## config.mk

```make
export PLATFORM = sky130hd
export DESIGN_NAME = editor_hora_flat
export DESIGN_NICKNAME = d
export VERILOG_FILES = /design/src/rtl/editor_hora_pkg.sv /design/src/rtl/editor_hora_if.sv /design/src/rtl/editor_hora_bcd_campo.sv /design/src/rtl/editor_hora.sv /design/src/flat_wrapper.sv
export SDC_FILE = /design/constraint.sdc
export NUM_CORES = 1
export LEC_CHECK = 0
export ABC_CLOCK_PERIOD_IN_PS = 2400
export BUFFER_PORTS_ARGS = -buffer_cell sky130_fd_sc_hd__buf_2
export CAP_MARGIN = 20
export CORE_UTILIZATION = 40
export CTS_CLUSTER_DIAMETER = 50
export DETAILED_ROUTE_END_ITERATION = 16
export GPL_TIMING_DRIVEN = 0
export PLACE_DENSITY = 0.73
export SKIP_LAST_GASP = 1
export SYNTH_ARGS = -nofsm -noshare
export SYNTH_HDL_FRONTEND = slang
export SYNTH_SLANG_ARGS = --single-unit
```

## constraint.sdc

```tcl
create_clock -name clk -period 2.4 [get_ports clk]
set_clock_uncertainty 0.15 [all_clocks]
set_input_delay 0.36 -clock clk [delete_from_list [all_inputs] [get_ports clk]]
set_output_delay 0.36 -clock clk [all_outputs]
set_load 0.03 [all_outputs]
```

## src/rtl/editor_hora_pkg.sv

```systemverilog
// rtl/editor_hora_pkg.sv - shared states, field limits, cursor codes and BCD helpers for editor_hora
package editor_hora_pkg;

    typedef enum logic [1:0] {
        IDLE   = 2'd0,
        EDIT   = 2'd1,
        COMMIT = 2'd2
    } state_e;

    localparam logic [7:0] HORA_MAX   = 8'h23;
    localparam logic [7:0] MINSEG_MAX = 8'h59;

    localparam logic [3:0] CUR_HORA = 4'd0;
    localparam logic [3:0] CUR_MIN  = 4'd1;
    localparam logic [3:0] CUR_SEG  = 4'd2;

    // True when v is two valid BCD digits and does not exceed mx.
    function automatic logic bcd_ok(input logic [7:0] v, input logic [7:0] mx);
        return (v[7:4] <= 4'd9) && (v[3:0] <= 4'd9) && (v <= mx);
    endfunction

    function automatic logic [3:0] cur_right(input logic [3:0] c);
        case (c)
            CUR_HORA: return CUR_MIN;
            CUR_MIN:  return CUR_SEG;
            default:  return CUR_HORA;
        endcase
    endfunction

    function automatic logic [3:0] cur_left(input logic [3:0] c);
        case (c)
            CUR_HORA: return CUR_SEG;
            CUR_SEG:  return CUR_MIN;
            default:  return CUR_HORA;
        endcase
    endfunction

endpackage

```

## src/rtl/editor_hora_if.sv

```systemverilog
// rtl/editor_hora_if.sv - RTC bus between the hour editor (master) and the RTC bus controller (slave)
interface editor_hora_if;
    logic [7:0] rtc_HORA;
    logic [7:0] rtc_MIN;
    logic [7:0] rtc_SEG;
    logic       rtc_valid;
    logic       wr_req;
    logic       wr_ack;

    modport master (
        input  rtc_HORA,
        input  rtc_MIN,
        input  rtc_SEG,
        input  rtc_valid,
        input  wr_ack,
        output wr_req
    );

    modport slave (
        output rtc_HORA,
        output rtc_MIN,
        output rtc_SEG,
        output rtc_valid,
        output wr_ack,
        input  wr_req
    );
endinterface

```

## src/rtl/editor_hora_bcd_campo.sv

```systemverilog
// rtl/editor_hora_bcd_campo.sv - one packed-BCD time field with load and wrapping up/down stepping
module bcd_campo (
    input  logic       clk,
    input  logic       reset,
    input  logic       load,
    input  logic [7:0] ld_val,
    input  logic       up,
    input  logic       dn,
    input  logic [7:0] max_val,
    output logic [7:0] val
);
    import editor_hora_pkg::*;

    logic [7:0] val_q, val_d;

    always_comb begin
        val_d = val_q;
        if (load) begin
            val_d = ld_val;
        end else if (up && !dn) begin
            // A corrupt field restarts from zero rather than propagating garbage.
            if (!bcd_ok(val_q, max_val) || val_q == max_val)
                val_d = 8'h00;
            else if (val_q[3:0] == 4'd9)
                val_d = {val_q[7:4] + 4'd1, 4'd0};
            else
                val_d = {val_q[7:4], val_q[3:0] + 4'd1};
        end else if (dn && !up) begin
            if (!bcd_ok(val_q, max_val) || val_q == 8'h00)
                val_d = max_val;
            else if (val_q[3:0] == 4'd0)
                val_d = {val_q[7:4] - 4'd1, 4'd9};
            else
                val_d = {val_q[7:4], val_q[3:0] - 4'd1};
        end
    end

    always_ff @(posedge clk) begin
        if (reset) val_q <= 8'h00;
        else       val_q <= val_d;
    end

    assign val = val_q;

endmodule

```

## src/rtl/editor_hora.sv

```systemverilog
// rtl/editor_hora.sv - time-of-day mirror/editor with RTC write-back handshake; AUTO_REPEAT_EN enables held-button repeat
module editor_hora #(
    parameter int REPEAT_DELAY = 50_000_000,
    parameter int REPEAT_RATE  = 10_000_000
) (
    input  logic              clk,
    input  logic              reset,
    input  logic              Prog_on,
    input  logic              btn_up,
    input  logic              btn_down,
    input  logic              btn_left,
    input  logic              btn_right,
    editor_hora_if.master     rtc,
    output logic [7:0]        digit_HORA,
    output logic [7:0]        digit_MIN,
    output logic [7:0]        digit_SEG,
    output logic [3:0]        Cursor,
    output logic              editando
);
    import editor_hora_pkg::*;

    localparam logic [1:0] ST_IDLE   = IDLE;
    localparam logic [1:0] ST_EDIT   = EDIT;
    localparam logic [1:0] ST_COMMIT = COMMIT;

    logic [1:0] state_q, state_d;
    logic [3:0] cursor_q, cursor_d;
    logic       wr_req_q, wr_req_d;
    logic [3:0] btn_q, btn_d, btn_e;

    logic up_e, dn_e, lf_e, rt_e;
    logic in_edit, ld_all;
    logic rep_up, rep_dn;
    logic step_up, step_dn;

    assign btn_d   = {btn_up, btn_down, btn_left, btn_right};
    assign btn_e   = btn_d & ~btn_q;
    assign up_e    = btn_e[3];
    assign dn_e    = btn_e[2];
    assign lf_e    = btn_e[1];
    assign rt_e    = btn_e[0];
    assign in_edit = (state_q == ST_EDIT);
    assign ld_all  = (state_q == ST_IDLE) && rtc.rtc_valid;

`ifdef AUTO_REPEAT_EN
    localparam int CW = (REPEAT_DELAY > 1) ? $clog2(REPEAT_DELAY + 1) : 1;
    localparam logic [CW-1:0] DELAY_C  = CW'(REPEAT_DELAY);
    // After the first repeat the counter restarts part-way so the next fire is REPEAT_RATE later.
    localparam logic [CW-1:0] RELOAD_C = (REPEAT_RATE > REPEAT_DELAY || REPEAT_RATE < 1) ?
                                         CW'(1) : CW'(REPEAT_DELAY - REPEAT_RATE + 1);

    logic [CW-1:0] rep_q, rep_d;
    logic          rep_fire, held_up, held_dn;

    assign held_up = btn_up   && btn_q[3] && !btn_down;
    assign held_dn = btn_down && btn_q[2] && !btn_up;

    always_comb begin
        rep_d    = '0;
        rep_fire = 1'b0;
        if (!in_edit || lf_e || rt_e) begin
            rep_d = '0;
        end else if ((up_e && !btn_down) || (dn_e && !btn_up)) begin
            rep_d = CW'(1);
        end else if ((held_up || held_dn) && rep_q != '0) begin
            if (rep_q == DELAY_C) begin
                rep_fire = 1'b1;
                rep_d    = RELOAD_C;
            end else begin
                rep_d = rep_q + CW'(1);
            end
        end
    end

    always_ff @(posedge clk) begin
        if (reset) rep_q <= '0;
        else       rep_q <= rep_d;
    end

    assign rep_up = rep_fire && held_up;
    assign rep_dn = rep_fire && held_dn;
`else
    logic [63:0] unused_cfg;
    assign unused_cfg = {REPEAT_DELAY, REPEAT_RATE};
    assign rep_up     = 1'b0;
    assign rep_dn     = 1'b0;
`endif

    assign step_up = in_edit && (up_e || rep_up);
    assign step_dn = in_edit && (dn_e || rep_dn);

    always_comb begin
        state_d  = state_q;
        cursor_d = cursor_q;
        wr_req_d = wr_req_q;
        case (state_q)
            ST_IDLE: begin
                if (Prog_on) begin
                    state_d  = ST_EDIT;
                    cursor_d = CUR_HORA;
                end
            end
            ST_EDIT: begin
                if (rt_e && !lf_e)      cursor_d = cur_right(cursor_q);
                else if (lf_e && !rt_e) cursor_d = cur_left(cursor_q);
                if (!Prog_on) begin
                    state_d  = ST_COMMIT;
                    wr_req_d = 1'b1;
                end
            end
            ST_COMMIT: begin
                if (rtc.wr_ack) begin
                    wr_req_d = 1'b0;
                    if (Prog_on) begin
                        state_d  = ST_EDIT;
                        cursor_d = CUR_HORA;
                    end else begin
                        state_d = ST_IDLE;
                    end
                end
            end
            default: begin
                state_d  = ST_IDLE;
                cursor_d = CUR_HORA;
                wr_req_d = 1'b0;
            end
        endcase
    end

    always_ff @(posedge clk) begin
        if (reset) begin
            state_q  <= ST_IDLE;
            cursor_q <= CUR_HORA;
            wr_req_q <= 1'b0;
            btn_q    <= 4'b0000;
        end else begin
            state_q  <= state_d;
            cursor_q <= cursor_d;
            wr_req_q <= wr_req_d;
            btn_q    <= btn_d;
        end
    end

    bcd_campo u_hora (
        .clk     (clk),
        .reset   (reset),
        .load    (ld_all),
        .ld_val  (rtc.rtc_HORA),
        .up      (step_up && cursor_q == CUR_HORA),
        .dn      (step_dn && cursor_q == CUR_HORA),
        .max_val (HORA_MAX),
        .val     (digit_HORA)
    );

    bcd_campo u_min (
        .clk     (clk),
        .reset   (reset),
        .load    (ld_all),
        .ld_val  (rtc.rtc_MIN),
        .up      (step_up && cursor_q == CUR_MIN),
        .dn      (step_dn && cursor_q == CUR_MIN),
        .max_val (MINSEG_MAX),
        .val     (digit_MIN)
    );

    bcd_campo u_seg (
        .clk     (clk),
        .reset   (reset),
        .load    (ld_all),
        .ld_val  (rtc.rtc_SEG),
        .up      (step_up && cursor_q == CUR_SEG),
        .dn      (step_dn && cursor_q == CUR_SEG),
        .max_val (MINSEG_MAX),
        .val     (digit_SEG)
    );

    assign Cursor     = cursor_q;
    assign rtc.wr_req = wr_req_q;
    assign editando   = in_edit;

endmodule

```

## src/flat_wrapper.sv

```systemverilog
// flat-port wrapper written by rule: the top's interface ports become plain ports
module editor_hora_flat import editor_hora_pkg::*;
#(
    parameter int REPEAT_DELAY = 50_000_000,
    parameter int REPEAT_RATE  = 10_000_000
)
  (clk, reset, Prog_on, btn_up, btn_down, btn_left, btn_right, digit_HORA, digit_MIN, digit_SEG, Cursor, editando, rtc_rtc_HORA, rtc_rtc_MIN, rtc_rtc_SEG, rtc_rtc_valid, rtc_wr_ack, rtc_wr_req);
  editor_hora_if rtc_i ();
  input  logic clk;
  input  logic reset;
  input  logic Prog_on;
  input  logic btn_up;
  input  logic btn_down;
  input  logic btn_left;
  input  logic btn_right;
  output logic [7:0] digit_HORA;
  output logic [7:0] digit_MIN;
  output logic [7:0] digit_SEG;
  output logic [3:0] Cursor;
  output logic editando;
  input wire logic [$bits(rtc_i.rtc_HORA)-1:0] rtc_rtc_HORA;
  input wire logic [$bits(rtc_i.rtc_MIN)-1:0] rtc_rtc_MIN;
  input wire logic [$bits(rtc_i.rtc_SEG)-1:0] rtc_rtc_SEG;
  input wire logic [$bits(rtc_i.rtc_valid)-1:0] rtc_rtc_valid;
  input wire logic [$bits(rtc_i.wr_ack)-1:0] rtc_wr_ack;
  output wire logic [$bits(rtc_i.wr_req)-1:0] rtc_wr_req;
  assign rtc_i.rtc_HORA = rtc_rtc_HORA;
  assign rtc_i.rtc_MIN = rtc_rtc_MIN;
  assign rtc_i.rtc_SEG = rtc_rtc_SEG;
  assign rtc_i.rtc_valid = rtc_rtc_valid;
  assign rtc_i.wr_ack = rtc_wr_ack;
  assign rtc_wr_req = rtc_i.wr_req;
  editor_hora #(.REPEAT_DELAY(REPEAT_DELAY), .REPEAT_RATE(REPEAT_RATE)) u_core (.clk(clk), .reset(reset), .Prog_on(Prog_on), .btn_up(btn_up), .btn_down(btn_down), .btn_left(btn_left), .btn_right(btn_right), .rtc(rtc_i), .digit_HORA(digit_HORA), .digit_MIN(digit_MIN), .digit_SEG(digit_SEG), .Cursor(Cursor), .editando(editando));
endmodule
```

Yosys cells after proc, flatten, opt, wreduce, memory -nomap -nowiden
Index checks and enable logic that the tools add are counted.
Word-level totals
  bits in registers: 35
  input port bits: 33
  output and inout bits: 30
  word-level logic and storage cells: 147
Operators by class
  add/sub/neg operators: 12
  $lt $le $gt $ge: 9
  equality and inequality tests: 17
  muxes and demuxes: 36
  bitwise gates (word level): 3
  reductions and logical operators: 60
Operator list (count)
  8-bit 2-to-1 mux: 21
  4-bit by 1-bit adder with 4-bit output, second input constant: 6
  4-bit less-or-equal comparator, second input constant: 6
  8-bit logical NOT: 3
  4-bit by 1-bit subtractor with 4-bit output, second input constant: 6
  1-bit logical AND: 23
  8-bit by 7-bit equality test with 1-bit output, second input constant: 2
  8-bit by 7-bit less-or-equal comparator with 1-bit output, second input constant: 2
  4-bit logical NOT: 4
  4-bit 2-to-1 mux: 4
  3-bit AND reduction: 5
  4-bit equality test, second input constant: 3
  4-bit by 1-bit != test with 1-bit output, second input constant: 3
  4-bit case mux with 3 select lines: 1
  4-bit nonzero test: 3
  1-bit logical NOT: 11
  3-bit nonzero test: 3
  8-bit by 6-bit equality test with 1-bit output, second input constant: 1
  8-bit by 6-bit less-or-equal comparator with 1-bit output, second input constant: 1
  2-bit case mux with 2 select lines: 2
  1-bit logical OR: 6
  2-bit 2-to-1 mux: 3
  2-bit != test, second input constant: 3
  2-bit case mux with 3 select lines: 1
  12 further kinds: 14

Logic depth before layout (Yosys ltp)
  depth in word-level cells: 9
  mapped depth: 12
  mapped depth without buffers: 11

Cells and area by module
Synthesis repeated with hierarchy kept, for this count alone.
Second synthesis, totals
  cell total of the unflattened synthesis: 454
  area total of the unflattened synthesis: 3669.8 um^2
By module, submodules not included
  bcd_campo: times used 3, cells each 133, area an instance 1061.0 um^2, sequential area each 160.2 um^2
  editor_hora: times used 1, cells each 55, area an instance 486.7 um^2, sequential area each 180.2 um^2

Least setup slack after synthesis
Ideal clock, no wire load.
  kind: reg-to-reg
  from: register u_core.u_hora.val_q[4] (netlist: u_core.u_hora.val[4])
  to: register u_core.u_hora.val_q[7] (netlist: u_core.u_hora.val[7])
  setup time: 0.073 ns
  arrival: 2.377 ns
  data required time: 2.177 ns
  setup slack: -0.200 ns
  cell stages (with the launch flop): 9
  path buffers: 0
  period minus slack after synthesis: 2.600 ns
  path through: dfxtp_1 inv_1 ha_1 a211o_1 o41ai_2 o21ai_1 or4_4 o32a_1 nor3_2
On the way
  word-level cells in the longest chain between the ends: 9
  elaborated cells between the ends (all ways): 21
  classes of those cells: add/sub: 2; order compare: 2; eq/ne: 2; mux: 7; reduce/logical: 8
RTL lines
  start: declaration: RTL line editor_hora_bcd_campo.sv:14  | logic [7:0] val_q, val_d;
  start signal: assignment: RTL line editor_hora_bcd_campo.sv:40  | else val_q <= val_d;
  parallel branches: the longest is 9 deep, another holds 8-bit by 6-bit less-or-equal comparator with 1-bit output
Several ways; the timed one is not identified. The select of a mux whose other input is x is not followed.
A chain may end at the register's enable or synchronous reset.

Final worst setup path
  from: register u_core.state_q[1]
  to: register u_core.u_min.val_q[5] (netlist: u_core.u_min.val[5])
On the way
  word-level cells in the longest chain between the ends: 7
  elaborated cells between the ends (all ways): 17
  classes of those cells: eq/ne: 2; mux: 2; reduce/logical: 13
RTL lines
  start: declaration: RTL line editor_hora.sv:26  | logic [1:0] state_q, state_d;
  start signal: assignment: RTL line editor_hora.sv:137  | state_q <= state_d;
  2-bit by 1-bit equality test with 1-bit output: RTL line editor_hora.sv:42  | assign in_edit = (state_q == ST_EDIT);
  1-bit logical AND (on tied branches): RTL line editor_hora.sv:90, editor_hora.sv:89
  1-bit logical AND (on tied branches): RTL line editor_hora.sv:161, editor_hora.sv:160
  1-bit logical NOT (on tied branches): RTL line editor_hora_bcd_campo.sv:20, editor_hora_bcd_campo.sv:28
  1-bit logical AND (on tied branches): RTL line editor_hora_bcd_campo.sv:20, editor_hora_bcd_campo.sv:28
  4-bit by 1-bit != test with 1-bit output (no line), or another cell as far along
  3-bit AND reduction (no line) / 8-bit 2-to-1 mux (equally long branches)
  end signal: assignment: RTL line editor_hora_bcd_campo.sv:40
  end: declaration: RTL line editor_hora_bcd_campo.sv:14
Parallel ways exist; a longest one is shown, timed or not.

==> results_dict.tcl <==
set metrics [dict create \
    n_antenna_cell 0 \
    drt_iter0_markers 161 \
    cts-root-buf "clkbuf_8" \
    antenna_found_initial 0 \
    critPathKind "reg -> reg" \
    yosysWarnings 0 \
    place.gp.congestion 0.936 \
    min_from "btn_right" \
    final_area_mm2 0.00378 \
    timing.rr.end "u_core.u_min.val[5]" \
    cts_max_level 2 \
    remaining_drc_errors 0 \
    die_w_um 87.2 \
    drive_gt1_share_pct 32.5 \
    hold_violations 0 \
    grt_max_degree 11 \
    std_cell_rows 30 \
    grt-ovfl-total 0 \
    die_height_um 87.2 \
    cts.sinks 33 \
    yosys.area.top_type "dfxtp_1" \
    hold_end "u_core.btn_q[0]" \
    cap_violations 0 \
    ys_ff_latch 33 \
    holdPathStages 2 \
    path_delay_family "simple AND/OR/NAND/NOR gates" \
    synth_top_flop_cell "dfxtp_1" \
    area_delta_synth_final_pct 30.1 \
    vias 3270 \
    core_area_mm2 0.00691 \
    routed_via_density 5.77 \
    ioPinCount 63 \
    avgRoutedWirePerCell_um 15.4 \
    worstSetupEndpointType "flip-flop" \
    p_leak_nw 1.53 \
    start_util_pct 42.1 \
    cts.hold.buffers_added 0 \
    slew_headroom_pct 57.5 \
    arrival_ps 2390 \
    worst_slew_pin_slew_ps 635 \
    fin_setup_tns_ps 0 \
    clk_latency_ps 290 \
    grt_pass1_vias 2965 \
    use_met2_pct 37.4 \
    synth_edf_count 0 \
    port_buffers 59 \
    cp-start-kind "flip-flop" \
    avgSynthCellArea_um2 7.45 \
    cts_tree "done" \
    hpwlAfterDp_um 6020 \
    use_met1_pct 29.3 \
    synth_area_leaders "dfxtp_1, ha_1, nor2_1, o21ai_0, a21oi_1" \
    routed_wl_um 8740 \
    grt_usage_pct 22.5 \
    nets 519 \
    worst-path-max-fanout 6 \
    fmax_mhz 426 \
    instances_no_fill 567 \
    use_met3_pct 3.79 \
    finalCriticalPeriod_ps 2350 \
    critical_path_buf_inv_count 1 \
    power_density_mw_per_mm2 493 \
    grt_pass1_wl_um 13600 \
    dr.pass1.iters 5 \
    dpl_cell_area_mm2 0.00335 \
    synth_cells 390 \
    synth_top_area_share_pct 22.7 \
    numCtsBuffers 5 \
    synth_cell_type_count 73 \
    crit_required_ps 2440 \
    cts.path.max_buffers 2 \
    synthArstFlopShare_pct 0 \
    final_core_util_pct 54.7 \
    hp-class "in -> reg" \
    die_area_mm2 0.00761 \
    power_mw 1.86 \
    outcome "finished clean" \
    slowest_delay_ps 420 \
    post-route-period-util_pct 97.8 \
    clk_pin_slew_worst_paths_ps 70 \
    slowest_stage "or4_4" \
    syn_area_mm2 0.00291 \
    dp_cells 546 \
    path_cells "nand2b_4 -> inv_4 -> nand3b_1 -> nor3b_2 -> ha_4 -> nor3_2 -> o21ai_2 -> a21oi_4 -> or4_4 -> o41ai_2" \
    ys_seq_area_share_pct 22.7 \
    r2r_slack_ps 50 \
    r2r_cells 10 \
    r2r_start "u_core.state_q[1]" \
    grt-busiest-layer "met2" \
    nFillCells 683 \
    setup_violations 0 \
    antenna_left 0 \
    drv_slew 0 \
    peakVddDrop_mv 0.215 \
]
## sequential cells by signal, summed over array words and instances, names as in the netlist
signal and flops:
u_core.u_hora.val 8, u_core.rtc.wr_req 1, u_core.u_seg.val 8, u_core.state_q 2
u_core.u_min.val 8, u_core.Cursor 2, u_core.btn_q 4
## kinds of logic after synthesis
logic type / count (synthesis) / synth area share, %
AND/OR/NAND/NOR: 166 / 30.7
AO/OA/AOI/OAI: 116 / 27.9
buffers and inverters: 45 / 7.62
flip-flops: 33 / 22.7
adder cells (fa/ha/maj): 16 / 6.89
XOR/XNOR: 10 / 3.01
multiplexers: 3 / 1.03
other: 1 / 0.129
## how the worst max path moves through the flow
stage	depth (start not counted)	from	to
after detailed placement	9	u_core.state_q[0]	u_core.u_seg.val[4]
after CTS	10	u_core.state_q[1]	u_core.u_min.val[6]
after global routing	10	u_core.state_q[1]	u_core.u_min.val[5]
after global placement	9	u_core.state_q[0]	u_core.u_seg.val[4]
final	10	u_core.state_q[1]	u_core.u_min.val[5]
after floorplan	8	u_core.state_q[1]	u_core.u_hora.val[7]
## cell usage after synthesis, drive strengths merged (6+ instances only)
| cell type | count |
|---|---|
| nand3b | 8 |
| clkbuf | 17 |
| a21oi | 26 |
| a211oi | 6 |
| nand2 | 22 |
| nor2b | 8 |
| buf | 14 |
| nand3 | 12 |
| dfxtp | 33 |
| inv | 14 |
| ha | 16 |
| xnor2 | 8 |
| o21ai | 30 |
| nor2 | 48 |
| nand2b | 8 |
| nor3 | 24 |
## metrics by stage
step / setup WS (ps) / hold slack (ps)
2_1_floorplan: 4.81 / 338
3_3_place_gp: -346 / 331
3_5_place_dp: -429 / 351
4_1_cts: 4.17 / 151
5_1_grt: -51.9 / 162
6_report: 52.6 / 147
## area by class of cell
class,count,area (µm²),share of cell area (%)
Clock buffer,7,96.3,2.55
Buffer,28,174,4.60
Multi-Input combinational cell,313,2240,59.3
Timing Repair Buffer,75,413,10.9
Inverter,14,55.1,1.46
Sequential cell,33,674,17.8
Clock inverter,1,5.00,0.132
Tap cell,96,120,3.18
## routing by layer
layer / wire length [µm] / up-vias
li1: - / 1586
met1: 3850 / 1537
met2: 4230 / 134
met3: 555 / 13
met4: 112 / 0
met5: 0 / -
## repair_timing
| item | CTS | global route |
|---|---|---|
| cloned | 0 | 1 |
| setup endpoints to repair | 21 | 20 |
| pin swaps | 2 | 22 |
| setup buffers | 1 | 14 |
| resized for setup | 20 | 42 |
## cell usage in the layout, fill, tap and decap left out, drive strengths merged, types with 3 or more instances in the layout
cell,instances
o21a,5
buf,91
nand3b,8
or4,4
a311o,3
nand2,22
nor2,48
xnor2,8
a31oi,5
dfxtp,33
o21ai,30
nand4,4
or3,5
nand3,12
and2,3
a221oi,4
nand2b,8
ha,16
nor2b,8
nor3,24
clkbuf,19
nand4b,4
mux2i,3
a21boi,3
o21bai,3
o221ai,3
inv,14
nor3b,3
a21oi,26
and3,3
a211oi,6
## report_power, final
group / internal, mW / leakage [nW] / total, mW / switching, mW
sequential: 0.590 / 0.275 / 0.649 / 0.0594
combinational: 0.293 / 1.20 / 0.737 / 0.443
clock: 0.260 / 0.0542 / 0.478 / 0.219
total: 1.14 / 1.53 / 1.86 / 0.722
Power figures use the tool's default switching activity.
